`config.mk`:
```
export PLATFORM = sky130hd
export DESIGN_NAME = or_req_arb_flat
export DESIGN_NICKNAME = d
export VERILOG_FILES = /design/src/rtl/or_req_arb_if.sv /design/src/rtl/or_req_arb.sv /design/src/flat_wrapper.sv
export SDC_FILE = /design/constraint.sdc
export NUM_CORES = 1
export LEC_CHECK = 0
export CAP_MARGIN = 20
export CELL_PAD_IN_SITES_DETAIL_PLACEMENT = 1
export CELL_PAD_IN_SITES_GLOBAL_PLACEMENT = 1
export CORE_MARGIN = 8
export CORE_UTILIZATION = 22
export CTS_BUF_LIST = sky130_fd_sc_hd__clkbuf_16
export DETAILED_ROUTE_END_ITERATION = 16
export GPL_ROUTABILITY_DRIVEN = 0
export PLACE_DENSITY_LB_ADDON = 0.3
export SLEW_MARGIN = 15
export SYNTH_ARGS = -nofsm -noshare
export SYNTH_HDL_FRONTEND = slang
export SYNTH_SLANG_ARGS = --single-unit
```
`constraint.sdc`:
```
create_clock -name clk -period 1.4 [get_ports clk]
set_clock_uncertainty 0.05 [all_clocks]
set_input_delay 0.35 -clock clk [delete_from_list [all_inputs] [get_ports clk]]
set_output_delay 0.35 -clock clk [all_outputs]
set_load 0.02 [all_outputs]
```
`src/rtl/or_req_arb_if.sv`:
```
// ----------------------------------------------------------------------------
// or_req_arb_if
//   Oursring master port bundle used by or_req_arb: AR/AW/W request channels
//   and R/B response channels.
//
//   Field widths: address 40 bits, data 64 bits, transaction id (ring_tid_t)
//   4 bits, write strobe 8 bits.
//
//   Handshake rule on every channel: a transfer happens on a rising clock edge
//   where both valid and ready are 1. The source raises valid, holds it and its
//   payload stable, and drops it only after that transfer. The sink may raise or
//   drop ready at any time, and ready never depends on future cycles.
//
//   Modports:
//     master - drives ar*/aw*/w* payload and valids, rready, bready
//     slave  - drives arready, awready, wready, rvalid/rdata, bvalid
// ----------------------------------------------------------------------------
interface or_req_arb_if;
  // AR channel
  logic        arvalid;
  logic        arready;
  logic [39:0] araddr;
  logic [3:0]  arid;
  // AW channel
  logic        awvalid;
  logic        awready;
  logic [39:0] awaddr;
  logic [3:0]  awid;
  // W channel
  logic        wvalid;
  logic        wready;
  logic [63:0] wdata;
  logic [7:0]  wstrb;
  logic        wlast;
  // R channel
  logic        rvalid;
  logic        rready;
  logic [63:0] rdata;
  // B channel
  logic        bvalid;
  logic        bready;

  modport master (
    output arvalid, araddr, arid,
    output awvalid, awaddr, awid,
    output wvalid, wdata, wstrb, wlast,
    output rready, bready,
    input  arready, awready, wready,
    input  rvalid, rdata, bvalid
  );

  modport slave (
    input  arvalid, araddr, arid,
    input  awvalid, awaddr, awid,
    input  wvalid, wdata, wstrb, wlast,
    input  rready, bready,
    output arready, awready, wready,
    output rvalid, rdata, bvalid
  );
endinterface

```
`src/rtl/or_req_arb.sv`:
```
// ----------------------------------------------------------------------------
// or_req_arb
//   Round-robin arbiter sharing one oursring master port among N_REQ simple
//   command requesters. One transaction in flight at a time: a read runs AR then
//   R, a write runs AW+W (in any order) then B. The read data or write ack is
//   returned to the owning requester as a one-cycle rsp_vld pulse.
//
//   Optional feature macro: OR_REQ_ARB_TIMEOUT_EN
//     Defined     - a response watchdog ends a stuck transaction after
//                   TIMEOUT_CYC cycles with rsp_err=1.
//     Not defined - no watchdog, the FSM waits indefinitely, rsp_err_o is 0.
//
// Parameters
//   N_REQ        number of requesters, 2..8
//   TIMEOUT_CYC  watchdog limit in cycles (only with OR_REQ_ARB_TIMEOUT_EN), >= 2
//
// Ports
//   clk, rst        clock, synchronous active-high reset
//   req_vld_i       per-requester command valid (held until req_rdy_o)
//   req_rdy_o       per-requester command accept, one-hot or zero
//   req_wr_i        per-requester 1=write 0=read
//   req_addr_i      requester i address at [40*i +: 40]
//   req_wdata_i     requester i write data at [64*i +: 64]
//   rsp_vld_o       one-cycle response pulse to the owning requester
//   rsp_rdata_o     last read data (shared)
//   rsp_err_o       response error flag (shared)
//   state_o         current FSM state, for debug
//   ring            oursring master port
// ----------------------------------------------------------------------------
module or_req_arb #(
  parameter int unsigned N_REQ       = 2,
  parameter int unsigned TIMEOUT_CYC = 1024
) (
  input  logic                clk,
  input  logic                rst,
  input  logic [N_REQ-1:0]    req_vld_i,
  output logic [N_REQ-1:0]    req_rdy_o,
  input  logic [N_REQ-1:0]    req_wr_i,
  input  logic [N_REQ*40-1:0] req_addr_i,
  input  logic [N_REQ*64-1:0] req_wdata_i,
  output logic [N_REQ-1:0]    rsp_vld_o,
  output logic [63:0]         rsp_rdata_o,
  output logic                rsp_err_o,
  output logic [2:0]          state_o,
  or_req_arb_if.master        ring
);

  typedef enum logic [2:0] {
    IDLE         = 3'd0,
    RREQ         = 3'd1,
    RRSP         = 3'd2,
    WREQ         = 3'd3,
    WAIT_AWREADY = 3'd4,
    WAIT_WREADY  = 3'd5,
    WRSP         = 3'd6,
    RSP          = 3'd7
  } state_t;

  state_t      state_q, state_d;
  logic [2:0]  rr_ptr_q;
  logic [2:0]  owner_q;
  logic [39:0] addr_q;
  logic [63:0] wdata_q;
  logic [63:0] rsp_rdata_q;

  logic        win_found;
  logic [2:0]  win_idx;
  logic [2:0]  rr_next;
  logic        accept;
  logic        sel_wr;
  logic [39:0] sel_addr;
  logic [63:0] sel_wdata;
  logic        r_hs;
  logic        b_hs;
  logic        busy;
  logic        timeout_hit;

  // Winner: first valid requester at or above rr_ptr, then wrap to those below.
  always_comb begin
    win_found = 1'b0;
    win_idx   = '0;
    for (int j = 0; j < N_REQ; j++) begin
      if (!win_found && req_vld_i[j] && (j >= int'(rr_ptr_q))) begin
        win_found = 1'b1;
        win_idx   = 3'(j);
      end
    end
    for (int j = 0; j < N_REQ; j++) begin
      if (!win_found && req_vld_i[j] && (j < int'(rr_ptr_q))) begin
        win_found = 1'b1;
        win_idx   = 3'(j);
      end
    end
  end

  // Reset gates the accept so nothing is granted while rst is held.
  assign accept  = (state_q == IDLE) && win_found && !rst;
  assign rr_next = (win_idx == 3'(N_REQ - 1)) ? 3'd0 : win_idx + 3'd1;

  // Mux the winner's command fields and drive its one-hot accept.
  always_comb begin
    sel_wr    = 1'b0;
    sel_addr  = '0;
    sel_wdata = '0;
    req_rdy_o = '0;
    for (int j = 0; j < N_REQ; j++) begin
      if (3'(j) == win_idx) begin
        sel_wr       = req_wr_i[j];
        sel_addr     = req_addr_i[40*j +: 40];
        sel_wdata    = req_wdata_i[64*j +: 64];
        req_rdy_o[j] = accept;
      end
    end
  end

  always_comb begin
    rsp_vld_o = '0;
    for (int j = 0; j < N_REQ; j++) begin
      rsp_vld_o[j] = (state_q == RSP) && (owner_q == 3'(j));
    end
  end

  // Channel controls are pure state decodes, so a valid stays up until the
  // state advances, which only happens on its own ready.
  assign ring.arvalid = (state_q == RREQ);
  assign ring.awvalid = (state_q == WREQ) || (state_q == WAIT_AWREADY);
  assign ring.wvalid  = (state_q == WREQ) || (state_q == WAIT_WREADY);
  assign ring.rready  = (state_q == RRSP);
  assign ring.bready  = (state_q == WRSP);
  assign ring.araddr  = addr_q;
  assign ring.awaddr  = addr_q;
  assign ring.arid    = {1'b0, owner_q};
  assign ring.awid    = {1'b0, owner_q};
  assign ring.wdata   = wdata_q;
  assign ring.wstrb   = 8'hff;
  assign ring.wlast   = 1'b1;

  assign r_hs    = ring.rready && ring.rvalid;
  assign b_hs    = ring.bready && ring.bvalid;
  assign busy    = (state_q != IDLE) && (state_q != RSP);
  assign state_o = state_q;
  assign rsp_rdata_o = rsp_rdata_q;

  always_comb begin
    state_d = state_q;
    case (state_q)
      IDLE:         if (accept) state_d = sel_wr ? WREQ : RREQ;
      RREQ:         if (ring.arready) state_d = RRSP;
      RRSP:         if (ring.rvalid) state_d = RSP;
      WREQ: begin
        case ({ring.awready, ring.wready})
          2'b11:   state_d = WRSP;
          2'b10:   state_d = WAIT_WREADY;
          2'b01:   state_d = WAIT_AWREADY;
          default: state_d = WREQ;
        endcase
      end
      WAIT_AWREADY: if (ring.awready) state_d = WRSP;
      WAIT_WREADY:  if (ring.wready) state_d = WRSP;
      WRSP:         if (ring.bvalid) state_d = RSP;
      RSP:          state_d = IDLE;
      default:      state_d = IDLE;
    endcase
    if (timeout_hit) state_d = RSP;
  end

  always_ff @(posedge clk) begin
    if (rst) begin
      state_q     <= IDLE;
      rr_ptr_q    <= '0;
      owner_q     <= '0;
      addr_q      <= '0;
      wdata_q     <= '0;
      rsp_rdata_q <= '0;
    end else begin
      state_q <= state_d;
      if (accept) begin
        owner_q  <= win_idx;
        addr_q   <= sel_addr;
        wdata_q  <= sel_wdata;
        rr_ptr_q <= rr_next;
      end
      if (r_hs) rsp_rdata_q <= ring.rdata;
    end
  end

`ifdef OR_REQ_ARB_TIMEOUT_EN
  localparam int unsigned CNT_W = $clog2(TIMEOUT_CYC) + 1;

  logic [CNT_W-1:0] to_cnt_q, to_cnt_d;
  logic             rsp_err_q, rsp_err_d;

  // to_cnt_q is 0 in the first cycle after accept, so the cycle holding value
  // TIMEOUT_CYC-2 is TIMEOUT_CYC-1 cycles after accept; RSP then lands exactly
  // TIMEOUT_CYC cycles after accept. A completing handshake in that same cycle
  // wins over the timeout.
  assign timeout_hit = busy && (to_cnt_q == CNT_W'(TIMEOUT_CYC - 2)) && !r_hs && !b_hs;

  always_comb begin
    to_cnt_d  = to_cnt_q;
    rsp_err_d = rsp_err_q;
    if (accept)    to_cnt_d = '0;
    else if (busy) to_cnt_d = to_cnt_q + 1'b1;
    if (r_hs || b_hs)     rsp_err_d = 1'b0;
    else if (timeout_hit) rsp_err_d = 1'b1;
  end

  always_ff @(posedge clk) begin
    if (rst) begin
      to_cnt_q  <= '0;
      rsp_err_q <= 1'b0;
    end else begin
      to_cnt_q  <= to_cnt_d;
      rsp_err_q <= rsp_err_d;
    end
  end

  assign rsp_err_o = rsp_err_q;
`else
  assign timeout_hit = 1'b0;
  assign rsp_err_o   = 1'b0;
`endif

endmodule

```
`src/flat_wrapper.sv`:
```
// flat-port wrapper written by rule: the top's interface ports become plain ports
module or_req_arb_flat 
#(
  parameter int unsigned N_REQ       = 2,
  parameter int unsigned TIMEOUT_CYC = 1024
)
  (clk, rst, req_vld_i, req_rdy_o, req_wr_i, req_addr_i, req_wdata_i, rsp_vld_o, rsp_rdata_o, rsp_err_o, state_o, ring_arvalid, ring_araddr, ring_arid, ring_awvalid, ring_awaddr, ring_awid, ring_wvalid, ring_wdata, ring_wstrb, ring_wlast, ring_rready, ring_bready, ring_arready, ring_awready, ring_wready, ring_rvalid, ring_rdata, ring_bvalid);
  or_req_arb_if ring_i ();
  input  logic clk;
  input  logic rst;
  input  logic [N_REQ-1:0] req_vld_i;
  output logic [N_REQ-1:0] req_rdy_o;
  input  logic [N_REQ-1:0] req_wr_i;
  input  logic [N_REQ*40-1:0] req_addr_i;
  input  logic [N_REQ*64-1:0] req_wdata_i;
  output logic [N_REQ-1:0] rsp_vld_o;
  output logic [63:0] rsp_rdata_o;
  output logic rsp_err_o;
  output logic [2:0] state_o;
  output wire logic [$bits(ring_i.arvalid)-1:0] ring_arvalid;
  output wire logic [$bits(ring_i.araddr)-1:0] ring_araddr;
  output wire logic [$bits(ring_i.arid)-1:0] ring_arid;
  output wire logic [$bits(ring_i.awvalid)-1:0] ring_awvalid;
  output wire logic [$bits(ring_i.awaddr)-1:0] ring_awaddr;
  output wire logic [$bits(ring_i.awid)-1:0] ring_awid;
  output wire logic [$bits(ring_i.wvalid)-1:0] ring_wvalid;
  output wire logic [$bits(ring_i.wdata)-1:0] ring_wdata;
  output wire logic [$bits(ring_i.wstrb)-1:0] ring_wstrb;
  output wire logic [$bits(ring_i.wlast)-1:0] ring_wlast;
  output wire logic [$bits(ring_i.rready)-1:0] ring_rready;
  output wire logic [$bits(ring_i.bready)-1:0] ring_bready;
  input wire logic [$bits(ring_i.arready)-1:0] ring_arready;
  input wire logic [$bits(ring_i.awready)-1:0] ring_awready;
  input wire logic [$bits(ring_i.wready)-1:0] ring_wready;
  input wire logic [$bits(ring_i.rvalid)-1:0] ring_rvalid;
  input wire logic [$bits(ring_i.rdata)-1:0] ring_rdata;
  input wire logic [$bits(ring_i.bvalid)-1:0] ring_bvalid;
  assign ring_arvalid = ring_i.arvalid;
  assign ring_araddr = ring_i.araddr;
  assign ring_arid = ring_i.arid;
  assign ring_awvalid = ring_i.awvalid;
  assign ring_awaddr = ring_i.awaddr;
  assign ring_awid = ring_i.awid;
  assign ring_wvalid = ring_i.wvalid;
  assign ring_wdata = ring_i.wdata;
  assign ring_wstrb = ring_i.wstrb;
  assign ring_wlast = ring_i.wlast;
  assign ring_rready = ring_i.rready;
  assign ring_bready = ring_i.bready;
  assign ring_i.arready = ring_arready;
  assign ring_i.awready = ring_awready;
  assign ring_i.wready = ring_wready;
  assign ring_i.rvalid = ring_rvalid;
  assign ring_i.rdata = ring_rdata;
  assign ring_i.bvalid = ring_bvalid;
  or_req_arb #(.N_REQ(N_REQ), .TIMEOUT_CYC(TIMEOUT_CYC)) u_core (.clk(clk), .rst(rst), .req_vld_i(req_vld_i), .req_rdy_o(req_rdy_o), .req_wr_i(req_wr_i), .req_addr_i(req_addr_i), .req_wdata_i(req_wdata_i), .rsp_vld_o(rsp_vld_o), .rsp_rdata_o(rsp_rdata_o), .rsp_err_o(rsp_err_o), .state_o(state_o), .ring(ring_i));
endmodule
```
* Word level (Yosys, flattened, before mapping)
Cells that the tools add are included.
** Storage, ports and cells
- Register bits after elaboration :: 177
- Output and inout port bits :: 238
- Logic and storage cells :: 77
- Input port bits :: 283
** Operators by class
- Magnitude comparators :: 4
- Multiplexer cells :: 25
- Equal/unequal tests :: 19
- $add $sub $neg :: 1
- Reduce and logical (&&, ||, !) cells :: 22
** Operators by type and width (number)
- 64-bit 2-to-1 mux :: 2
- 40-bit 2-to-1 mux :: 2
- 3-bit one-hot mux with 8 select lines :: 1
- 3-bit 2-to-1 mux :: 7
- 3-bit equality test (second input constant) :: 4
- 1-bit logical AND :: 12
- 1-bit 2-to-1 mux :: 11
- 3-bit zero test :: 3
- 3-bit one-hot mux with 3 select lines :: 1
- 3-bit by 1-bit equality test with 1-bit output (second input constant) :: 2
- 3-bit by 2-bit equality test with 1-bit output (second input constant) :: 2
- 1-bit by 3-bit greater-or-equal comparator with 1-bit output (first input constant) :: 2
- 1-bit by 3-bit < comparator with 1-bit output (first input constant) :: 2
- 2-bit by 1-bit != test with 1-bit output (second input constant) :: 3
- 2-bit != test (second input constant) :: 3
- 6-bit AND reduction :: 1
- 2-bit equality test (second input constant) :: 2
- 1-bit zero test :: 4
- 1-bit by 1-bit adder with 2-bit output (second input constant) :: 1
- 2-bit by 1-bit equality test with 1-bit output (second input constant) :: 1
- 1-bit logical OR :: 2
- 2-bit 2-to-1 mux :: 1
- 1-bit equality test (first input constant) :: 1
- 1-bit equality test (second input constant) :: 1

* Longest topological paths before layout
Gate-level depths: netlist of the first run.
- Word-level depth :: 21
- Depth in mapped cells :: 7
- Depth with buffers taken out :: 6

* Least setup slack after synthesis of the first run
OpenSTA, ideal clock, no wires.
- Kind :: reg-to-output
- Start point :: reg u_core.state_q[1] (netlist: u_core.state_o[1])
- End point :: out ring_awvalid
- Setup slack :: -585 ps
- Stages on the path, launching flop included :: 5
- Arrival time :: 1585 ps
- Buffers on the path :: 2
- Data required time :: 1000 ps
- Path through :: dfxtp_1 > buf_2 > buf_1 > nand2_1 > o21ai_0
** Between the ends
- Word-level cells in the longest chain between the ends :: 2
- Elaborated cells on any way between the ends :: 3
- Those cells by class :: 2 x eq/ne; 1 x reduce/logical
** RTL lines
- from (decl) :: line or_req_arb.sv:59 : state_t state_q, state_d;
- from (signal assigned) :: line or_req_arb.sv:176 : state_q <= state_d;
- 3-bit by 2-bit equality test with 1-bit output or 3-bit equality test (tied branches) :: line or_req_arb.sv:126 : assign ring.awvalid = (state_q == WREQ) || (state_q == WAIT_AWREADY);
- 1-bit logical OR * :: line or_req_arb.sv:126
- to (decl) :: line flat_wrapper.sv:23 : output wire logic [$bits(ring_i.awvalid)-1:0] ring_awvalid;
Every way passes the cells marked *; elsewhere a longest branch is shown, timed or not.

* Worst setup path in the final report of the first run
- Start point :: reg u_core.state_q[0] (netlist: u_core.state_o[0])
- End point :: out req_rdy_o[1]
** Between the ends
- Word-level cells in the longest chain between the ends :: 4
** RTL lines
- 3-bit zero test :: line or_req_arb.sv:97 : assign accept = (state_q == IDLE) && win_found && !rst;
- 1-bit logical AND (2 in series) :: line or_req_arb.sv:97
- 1-bit 2-to-1 mux :: line or_req_arb.sv:107 : if (3'(j) == win_idx) begin
- to (decl) :: line flat_wrapper.sv:12 : output logic [N_REQ-1:0] req_rdy_o;
No other way between the ends.

==> run summary, run 1 <==
crit path to - req_rdy_o[1]
Placed Area - 13600 sq um
R2R Setup Slk - -0.55 ns
Initial Util - 0.221
total iterations of the first detailed-routing run - 4
Slew Limit Fails - 0
Post-Syn Instances - 982
initial antenna violation count - 2
R2R Path Start - u_core.state_o[0]
Total Neg Setup Slack - -64.73 ns
layout cell share with drive strength beyond 1 - 0.424
CTS buffer count - 17
RSZ-0062 raised after global routing - true
Setup crit end kind - output pin
Clock Path Buffers - 2
die height - 204 um
Mapped Area - 7770 sq um
worst skew pair latency - 0.45 ns
CORE AREA - 35200 sq um
max_cap viols - 0
Post-synth ARST share - 0
Max Clock Freq - 512 MHz
register area - 3560 sq um
vias per cell - 4.59
Clock Tree Root - clkbuf_16
# IOs - 521
first-pass GRT wire length - 60.7 mm
Post-Syn Area per Cell - 7.92 sq um
Die Area - 41600 sq um
synth warn - 0
Worst Setup SP - u_core.state_o[0]
sinks on the clock net - 173
Place WS - -0.769 ns
Total Wirelength - 44.0 mm
Worst setup SP type - flip-flop
Final Hold Vio Count - 0
EDFF count, synth - 0
area grow syn2layout - 103%
Leak Pwr - 6.44 nW
Critical Path AT - 1.55 ns
RR Endpoint - u_core.ring.araddr[12]
antenna-violating nets left - 0
most common cell after layout, fill and taps aside - nand2_1
Final Critical Period - 1.95 ns
1st-iter DRT viols - 261
Final nets - 1830
CTS tree - done
total number of vias - 9279
power per cell area - 1580 nW/um^2
Tcrit/Tclk final - 1.39
Top FF cell, synth - dfxtp_1
final setup vio count - 191
setup slack after layout - -0.552 ns
clock slew at reported path FFs - 0.07 ns
dpl hpwl - 30.2 mm
Routed wire per std cell - 21.8 um
Cell variety after synth - 37
residual DRC count - 0
area occupied by multi-input gates - 4230 sq um
Clock H-tree levels - 4
R2R depth - 11
Rows - 69
largest net degree at the start of global routing - 59
Yosys reg bits - 173
data required time of the critical path - 1.00 ns
VDD IR max - 0.000762 V
status - finished with violations
Setup Crit Path Kind - flip-flop to output pin
grt total ovfl - 0
Design Area, Final - 15800 sq um
commonest cells after routing, fill and taps aside - nand2_1 (322), clkdlybuf4s50_1 (280), buf_4 (158)
Die Wd - 204 um
total track usage - 0.190
filler instances - 4031
Max FO, Critical Path - 3
Hold Path Class - input port to flip-flop
violated checks - negative setup slack
sequential share of the synthesized area - 0.445
vias in the first global route - 9751
Port Buffers - 504
==> logic make-up (layout without fill, tap and decap cells) <==
| kind of cell | Yosys count | count (layout) | share of synthesized area |
|---|---|---|---|
| DFF | 173 | 173 | 0.445 |
| AOI/OAI and AO/OA | 184 | 184 | 0.197 |
| buffers and inverters | 145 | 707 | 0.115 |
| other | 2 | 18 | 0.000966 |
| and+or+nand+nor | 471 | 471 | 0.232 |
| muxes | 4 | 4 | 0.00531 |
| xor gates and xnor gates | 1 | 1 | 0.00113 |
| adders and majority gates | 2 | 2 | 0.00322 |
==> state kept, by name, indices dropped and copies added, names as in the netlist <==
signal and cells:
u_core.state_o 3, u_core.rsp_rdata_o 64, u_core.ring.wdata 64, u_core.ring.araddr 40, u_core.rr_ptr_q 1, u_core.owner_q 1
==> cell usage after synthesis, types with 3 or more instances <==
master | number | area share
nand2_1 | 340 | 0.16
dfxtp_1 | 173 | 0.45
nor2_1 | 118 | 0.057
a311oi_1 | 75 | 0.084
a21oi_1 | 65 | 0.042
buf_4 | 62 | 0.060
clkbuf_1 | 38 | 0.018
a311oi_2 | 29 | 0.056
buf_2 | 27 | 0.017
buf_6 | 11 | 0.016
inv_1 | 6 | 0.0029
a211oi_1 | 3 | 0.0029
mux2i_1 | 3 | 0.0039
==> stage by stage <==
stage          utilization  power (mW)  cells  hold slack (ns)
6_report             0.449        24.9   2021            0.303
3_3_place_gp         0.385        16.8   1897            0.391
4_1_cts              0.411        23.0   1969            0.250
3_5_place_dp         0.385        17.0   1897            0.396
2_1_floorplan            -        12.0    996            0.431
5_1_grt              0.449        26.2   2021            0.319
==> report_power, final <==
| part | total, mW | switching, mW | leakage [nW] | internal (mW) |
|---|---|---|---|---|
| Sequential | 6.90 | 0.833 | 1.44 | 6.06 |
| Clock | 4.81 | 2.44 | 0.277 | 2.37 |
| Combinational | 13.2 | 6.50 | 4.72 | 6.71 |
| Total | 24.9 | 9.77 | 6.44 | 15.1 |
==> per-layer routing <==
layer	global-route usage	vias to the layer above	part of all wire
li1	-	4376	-
met1	0.211	4543	0.40
met2	0.341	316	0.52
met3	0.0586	44	0.065
met4	0.0586	0	0.018
met5	0	-	0
==> worst min path at each step <==
| stage | from | endpoint | slack (ns) | depth (start not counted) |
|---|---|---|---|---|
| 2_1_floorplan | u_core.rr_ptr_q[0] | u_core.rr_ptr_q[0] | 0.43 | 2 |
| 3_3_place_gp | u_core.rsp_rdata_o[13] | u_core.rsp_rdata_o[13] | 0.39 | 2 |
| 3_5_place_dp | u_core.rsp_rdata_o[4] | u_core.rsp_rdata_o[4] | 0.40 | 2 |
| 4_1_cts | rst | u_core.rr_ptr_q[0] | 0.25 | 5 |
| 5_1_grt | rst | u_core.rr_ptr_q[0] | 0.32 | 5 |
| 6_report | rst | u_core.rr_ptr_q[0] | 0.30 | 5 |
==> critical path, cell delays in order (launching register included) <==
cell and delay, ns:
dfxtp_4 0.37, nor2_4 0.13, buf_6 0.11, nand3b_1 0.08, buf_6 0.15, nor2_4 0.12
buf_12 0.13
==> timing repair <==
item | 4_1_cts | 5_1_grt
gates resized for setup | 1166 | 212
pin swaps | 82 | 56
gates cloned | 17 | 15
endpoints found under the setup margin | 386 | 299
hold buffers | 0 | 0
buffers inserted | 24 | 52
==> area by class of cell <==
class	instances	share of cell area
antenna	2	0.000316
clock buffer	17	0.0269
clock inverter	15	0.00933
inverter	6	0.00158
multi-input combinational	678	0.267
sequential	173	0.225
tap	461	0.0365
timing repair buffer	669	0.434
No activity file was read; power rests on OpenSTA's default activity.
==> run 2: changes to the inputs <==
--- a/config.mk
+++ b/config.mk
@@ -8,10 +8,10 @@
 export CAP_MARGIN = 20
 export CELL_PAD_IN_SITES_DETAIL_PLACEMENT = 1
 export CELL_PAD_IN_SITES_GLOBAL_PLACEMENT = 1
-export CORE_MARGIN = 8
-export CORE_UTILIZATION = 22
+export CORE_AREA = 2 2 203 205
 export CTS_BUF_LIST = sky130_fd_sc_hd__clkbuf_16
 export DETAILED_ROUTE_END_ITERATION = 16
+export DIE_AREA = 0 0 205 207
 export GPL_ROUTABILITY_DRIVEN = 0
 export PLACE_DENSITY_LB_ADDON = 0.3
 export SLEW_MARGIN = 15
==> run 2 against run 1 <==
Effect of this change:
- wire length fell by 4.0%
- final area grew 3.1%
- worst setup slack got worse by 0.024 ns
- register-to-register slack worse by 0.02 ns
- critical path depth increased by 5
- core utilization fell by 4.5 points
- largest power group unchanged
- die area grew 2.0%
- the run still ends with negative setup slack left
==> run summary, run 2 (synthesis gave the netlist of run 1 again) <==
status - finished with violations (unchanged)
violated checks - negative setup slack (unchanged)
residual DRC count - 0 (unchanged)
setup slack after layout - -0.576 ns (was -0.552 ns)
first-pass GRT wire length - 57.3 mm (was 60.7 mm)
Clock Tree Root - clkbuf_16 (unchanged)
vias in the first global route - 9348 (was 9751)
CORE AREA - 40400 sq um (was 35200 sq um)
Tightest Pin Transition - 0.647 ns
Final nets - 1841 (was 1830)
slowest CP cell - dfxtp_4 (unchanged)
worst skew pair latency - 0.45 ns (about the same)
Max Clock Freq - 506 MHz (was 512 MHz)
commonest cells after routing, fill and taps aside - nand2_1 (295), clkdlybuf4s50_1 (280), buf_4 (211) (was nand2_1 (322), clkdlybuf4s50_1 (280), buf_4 (158))
Die Area - 42400 sq um (was 41600 sq um)
Port Buffers - 504 (unchanged)
1st-iter DRT viols - 336 (was 261)
Design Area, Final - 16300 sq um (was 15800 sq um)
power per cell area - 1580 nW/um^2 (about the same)
# IOs - 521 (unchanged)
layout cell share with drive strength beyond 1 - 0.468 (was 0.424)
Total Wirelength - 42.2 mm (was 44.0 mm)
grt total ovfl - 0 (unchanged)
Leak Pwr - 6.58 nW (was 6.44 nW)
initial antenna violation count - 3 (was 2)
antenna-violating nets left - 0 (unchanged)
Hold Slack - 0.144 ns (was 0.303 ns)
Max FO, Critical Path - 5 (was 3)
clock slew at reported path FFs - 0.08 ns (was 0.07 ns)
die height - 207 um (was 204 um)
Placed Area - 13600 sq um (about the same)
RSZ-0062 raised after global routing - true (unchanged)
Final Critical Period - 1.98 ns (was 1.95 ns)
Hold Path Class - input port to flip-flop (unchanged)
sinks on the clock net - 173 (unchanged)
crit-path cells - nor2_4 > buf_6 > buf_4 > buf_6 > and3b_4 > buf_6 > clkbuf_16 > buf_12 > clkbuf_16 > buf_6 > a311oi_2 (was nor2_4 > buf_6 > nand3b_1 > buf_6 > nor2_4 > buf_12)
vias per cell - 4.41 (was 4.59)
Rows - 74 (was 69)
CP most frequent cell - buf_6
Min-Delay Startpoint - rst (unchanged)
most common cell after layout, fill and taps aside - nand2_1 (unchanged)
total iterations of the first detailed-routing run - 4 (unchanged)
area grow syn2layout - 110% (was 103%)
R2R depth - 11 (unchanged)
Die Wd - 205 um (was 204 um)
max_cap viols - 0 (unchanged)
Clock Path Buffers - 2 (unchanged)
R2R Path Start - u_core.state_o[0] (unchanged)
Clock H-tree levels - 4 (unchanged)
Worst setup SP type - flip-flop (unchanged)
data required time of the critical path - 1.72 ns (was 1.00 ns)
Critical Path AT - 2.29 ns (was 1.55 ns)
CTS tree - done (unchanged)
Tcrit/Tclk final - 1.41 (was 1.39)
Setup Crit Path Kind - flip-flop to flip-flop (was flip-flop to output pin)
Setup crit end kind - flip-flop (was output pin)
WHS Path Cells - 3 (was 5)
worst path bufs/invs - 8 (was 3)
Routed wire per std cell - 20.1 um (was 21.8 um)
VDD IR max - 0.000764 V (was 0.000762 V)
final setup vio count - 188 (was 191)
dpl hpwl - 27.9 mm (was 30.2 mm)
R2R Setup Slk - -0.58 ns (was -0.55 ns)
Slew Limit Fails - 0 (unchanged)
CTS buffer count - 17 (unchanged)
delay-heaviest family, CP - buffers and inverters (unchanged)
total number of vias - 9275 (was 9279)
total track usage - 0.178 (was 0.190)
RR Endpoint - u_core.ring.wdata[25] (was u_core.ring.araddr[12])
Slew Limit Headroom - 0.569
Initial Util - 0.193 (was 0.221)
worst hold path endpoint - u_core.rr_ptr_q[0] (unchanged)
worst stage delay on the critical path - 0.39 ns (was 0.37 ns)
largest net degree at the start of global routing - 72 (was 59)
Final Hold Vio Count - 0 (unchanged)
filler instances - 4617 (was 4031)
-- run 2: changes by cell type in the layout (fill, tap and decap cells not counted), moves of 23 or more --
| cell | change |
|---|---|
| buf_2 | -57 |
| buf_4 | +53 |
| buf_6 | +28 |
| dfxtp_1 | -50 |
| dfxtp_2 | +38 |
| nand2_1 | -27 |
| nand2_2 | +23 |
-- run 2: final cells by class --
class	instances	area [sq um]	share of cell area
clock buffers	17	425	0.0261
repair buffers	680	7060	0.433
multi-input cells	678	4300	0.263
inverters	6	25.0	0.00153
well taps	532	666	0.0408
flip-flops and latches	173	3650	0.224
diodes	2	5.00	0.000307
clock inverters	15	184	0.0113
-- run 2: what timing repair did --
item	4_1_cts	5_1_grt
setup buffers	26	57
pin swaps	75	55
hold buffers	0	0
cloned	14	17
gates resized for setup	1131	383
setup endpoints to repair	392	327
-- run 2: power by group --
part	leakage, nW	total, mW	switching (mW)	internal (mW)
registers	1.46	7.04	0.888	6.15
logic	4.82	13.7	6.61	7.05
clock network	0.290	5.13	2.43	2.70
-- run 2: layer usage --
layer / vias to the layer above / wire length (um) / share of wire / track usage
met3: 50 / 2730 / 0.065 / 0.0527
met5: - / 10 / 0.00024 / 0
met2: 308 / 22000 / 0.52 / 0.318
met4: 2 / 955 / 0.023 / 0.0563
met1: 4514 / 16500 / 0.39 / 0.201
li1: 4401 / - / - / -
-- run 2: through the flow --
step / total power [mW] / setup TNS [ns] / worst slack (ns) / util / cells
after global routing: 27.1 / -76.71 / -0.649 / 0.404 / 2102
after detailed placement: 16.8 / -99.11 / -0.781 / 0.336 / 1967
after global placement: 16.6 / -96.10 / -0.695 / 0.336 / 1967
after CTS: 23.4 / -49.10 / -0.616 / 0.360 / 2039
final: 25.8 / -64.85 / -0.576 / 0.404 / 2103
after floorplan: 12.0 / -11.67 / -0.130 / - / 996
-- run 2: worst max path at each step --
stage,depth (start not counted),endpoint,slack [ns],startpoint
final,11,u_core.ring.wdata[25],-0.58,u_core.state_o[0]
after global routing,5,req_rdy_o[0],-0.65,u_core.state_o[2]
after CTS,5,req_rdy_o[0],-0.62,u_core.state_o[2]
after detailed placement,7,u_core.ring.araddr[28],-0.78,req_vld_i[1]
after global placement,7,u_core.ring.wdata[31],-0.70,req_vld_i[1]
after floorplan,7,u_core.ring.wdata[18],-0.13,u_core.state_o[0]
-- run 2: worst min-delay path, stage by stage --
cell	delay (ns)
buf_6	0.09
buf_4	0.13
a211oi_2	0.04
==> run 3: changes to the inputs <==
--- a/config.mk
+++ b/config.mk
@@ -14,6 +14,7 @@
 export DIE_AREA = 0 0 205 207
 export GPL_ROUTABILITY_DRIVEN = 0
 export PLACE_DENSITY_LB_ADDON = 0.3
+export SKIP_LAST_GASP = 1
 export SLEW_MARGIN = 15
 export SYNTH_ARGS = -nofsm -noshare
 export SYNTH_HDL_FRONTEND = slang
==> run 3 against run 2 <==
Effect of this change:
- core utilization fell by 0.88 points
- clock power about the same
- power down 2.4%
- first-iteration DRC count down 18%
- worst hold slack gained 0.011 ns
- sequential power shrank 2%
- die area stayed put
- largest power group unchanged
- sequential share of layout area is 0.20 points lower
- sequential cell count did not move
- highest routed layer unchanged
- critical endpoint is now req_rdy_o[0]
- non-clock buffer count is 15 lower
- the run still ends with negative setup slack left
- worst setup slack improved by 0.016 ns
==> run summary, run 3 (synthesis gave the netlist of run 1 again) <==
worst skew pair latency - 0.45 ns (about the same)
Hold Path Class - input port to flip-flop (unchanged)
total iterations of the first detailed-routing run - 4 (unchanged)
first-pass GRT wire length - 57.3 mm (about the same)
Worst setup SP type - flip-flop (unchanged)
Max FO, Critical Path - 3 (was 5)
power per cell area - 1580 nW/um^2 (about the same)
final core occ - 0.395 (was 0.404)
Clock Path Buffers - 2 (unchanged)
RSZ-0062 raised after global routing - true (unchanged)
Design Area, Final - 16000 sq um (was 16300 sq um)
sinks on the clock net - 173 (unchanged)
Critical Path AT - 1.56 ns (was 2.29 ns)
Layout Cells excl Fill - 2088 (was 2103)
antenna-violating nets left - 0 (unchanged)
most common cell after layout, fill and taps aside - nand2_1 (unchanged)
Setup Crit Path Kind - flip-flop to output pin (was flip-flop to flip-flop)
Slew Limit Fails - 0 (unchanged)
Slew Limit Headroom - 0.559 (was 0.569)
CORE AREA - 40400 sq um (unchanged)
Port Buffers - 504 (unchanged)
Total Wirelength - 41.7 mm (was 42.2 mm)
grt total ovfl - 0 (unchanged)
Die Area - 42400 sq um (unchanged)
Routed wire per std cell - 20.0 um (was 20.1 um)
Final Critical Period - 1.96 ns (was 1.98 ns)
initial antenna violation count - 3 (unchanged)
clock slew at reported path FFs - 0.08 ns (about the same)
commonest cells after routing, fill and taps aside - nand2_1 (282), clkdlybuf4s50_1 (281), buf_4 (178) (was nand2_1 (295), clkdlybuf4s50_1 (280), buf_4 (211))
total track usage - 0.177 (was 0.178)
Max Clock Freq - 510 MHz (was 506 MHz)
Sequential Power Share - 0.274 (was 0.272)
WHS Path Cells - 3 (unchanged)
die height - 207 um (unchanged)
vias per cell - 4.42 (was 4.41)
Leak Pwr - 6.46 nW (was 6.58 nW)
Placed Area - 13600 sq um (unchanged)
Gate power share - 0.524 (was 0.529)
Hold Slack - 0.155 ns (was 0.144 ns)
Tcrit/Tclk final - 1.40 (was 1.41)
Clock Tree Root - clkbuf_16 (unchanged)
largest net degree at the start of global routing - 72 (unchanged)
CTS tree - done (unchanged)
total number of vias - 9223 (was 9275)
Clock H-tree levels - 4 (unchanged)
placed cell count - 1967 (unchanged)
Net Sw Power - 9.85 mW (was 9.93 mW)
VDD IR max - 0.000768 V (was 0.000764 V)
Cell Int Power - 15.4 mW (was 15.9 mW)
Final Hold Vio Count - 0 (unchanged)
violated checks - negative setup slack (unchanged)
CTS buffer count - 17 (unchanged)
residual DRC count - 0 (unchanged)
Initial Util - 0.193 (unchanged)
status - finished with violations (unchanged)
Total Neg Setup Slack - -68.18 ns (was -64.85 ns)
area grow syn2layout - 105% (was 110%)
filler instances - 4661 (was 4617)
Tightest Pin Transition - 0.662 ns (was 0.647 ns)
layout cell share with drive strength beyond 1 - 0.440 (was 0.468)
R2R depth - 10 (was 11)
max_cap viols - 0 (unchanged)
Die Wd - 205 um (unchanged)
dpl hpwl - 27.9 mm (unchanged)
# IOs - 521 (unchanged)
data required time of the critical path - 1.00 ns (was 1.72 ns)
switch share - 0.391 (was 0.384)
final setup vio count - 228 (was 188)
vias in the first global route - 9361 (was 9348)
Rows - 74 (unchanged)
1st-iter DRT viols - 274 (was 336)
Setup crit end kind - output pin (was flip-flop)
Place WS - -0.781 ns (unchanged)
Power Total - 25.2 mW (was 25.8 mW)
Final nets - 1826 (was 1841)
setup slack after layout - -0.560 ns (was -0.576 ns)
clock share of power - 0.203 (was 0.199)
-- run 3: cell types whose count changed in the layout (fill, tap and decap cells not counted), sizes merged --
| cell | change |
|---|---|
| buf | -14 |
| clkbuf | -1 |
| clkdlybuf4s50 | +1 |
| dlygate4sd2 | -1 |
-- run 3: final timing paths --
path              slack, ns                endpoint                    from
hold / removal         0.15      u_core.rr_ptr_q[0]                     rst
setup / recovery      -0.56            req_rdy_o[0]       u_core.state_o[0]
hold reg to reg        0.41  u_core.rsp_rdata_o[52]  u_core.rsp_rdata_o[52]
setup reg to reg      -0.52  u_core.ring.araddr[21]       u_core.state_o[0]
-- run 3: worst max-delay path, cell delays in order (launching register included) --
cell      delay, ns
dfxtp_4        0.37
nor2_4         0.11
buf_6          0.11
nand3b_1       0.18
nor2_2         0.19
buf_12         0.14
-- run 3: power groups by stage --
stage	sequential (mW)	combinational (mW)	clock, mW
after CTS	6.79	11.2	5.28
after floorplan	7.80	4.16	0
after detailed placement	6.83	9.96	0
after global routing	7.04	14.0	5.49
after global placement	6.80	9.82	0
final	6.90	13.2	5.11
-- run 3: cell type report --
cell class	instances	area (sq um)	share of cell area
Inverter	6	25.0	0.00157
Clock inverter	15	184	0.0115
Clock buffer	17	425	0.0267
Multi-Input combinational cell	678	4530	0.284
Timing Repair Buffer	665	6590	0.413
Tap cell	532	666	0.0417
Sequential cell	173	3540	0.222
Antenna cell	2	5.00	0.000314
-- run 3: routing by layer --
metal  vias to the layer above  GRT usage  share of wire
met5                         -          0        0.00024
met4                         2     0.0548          0.019
met3                        42     0.0518          0.064
met2                       317      0.316           0.52
met1                      4494      0.202           0.39
li1                       4368          -              -
-- run 3: what timing repair did --
item,in CTS,in global routing
hold buffers,0,0
pin swaps,23,145
resized for setup,1101,280
setup endpoints to repair,392,324
gates cloned,14,17
buffers inserted,26,44
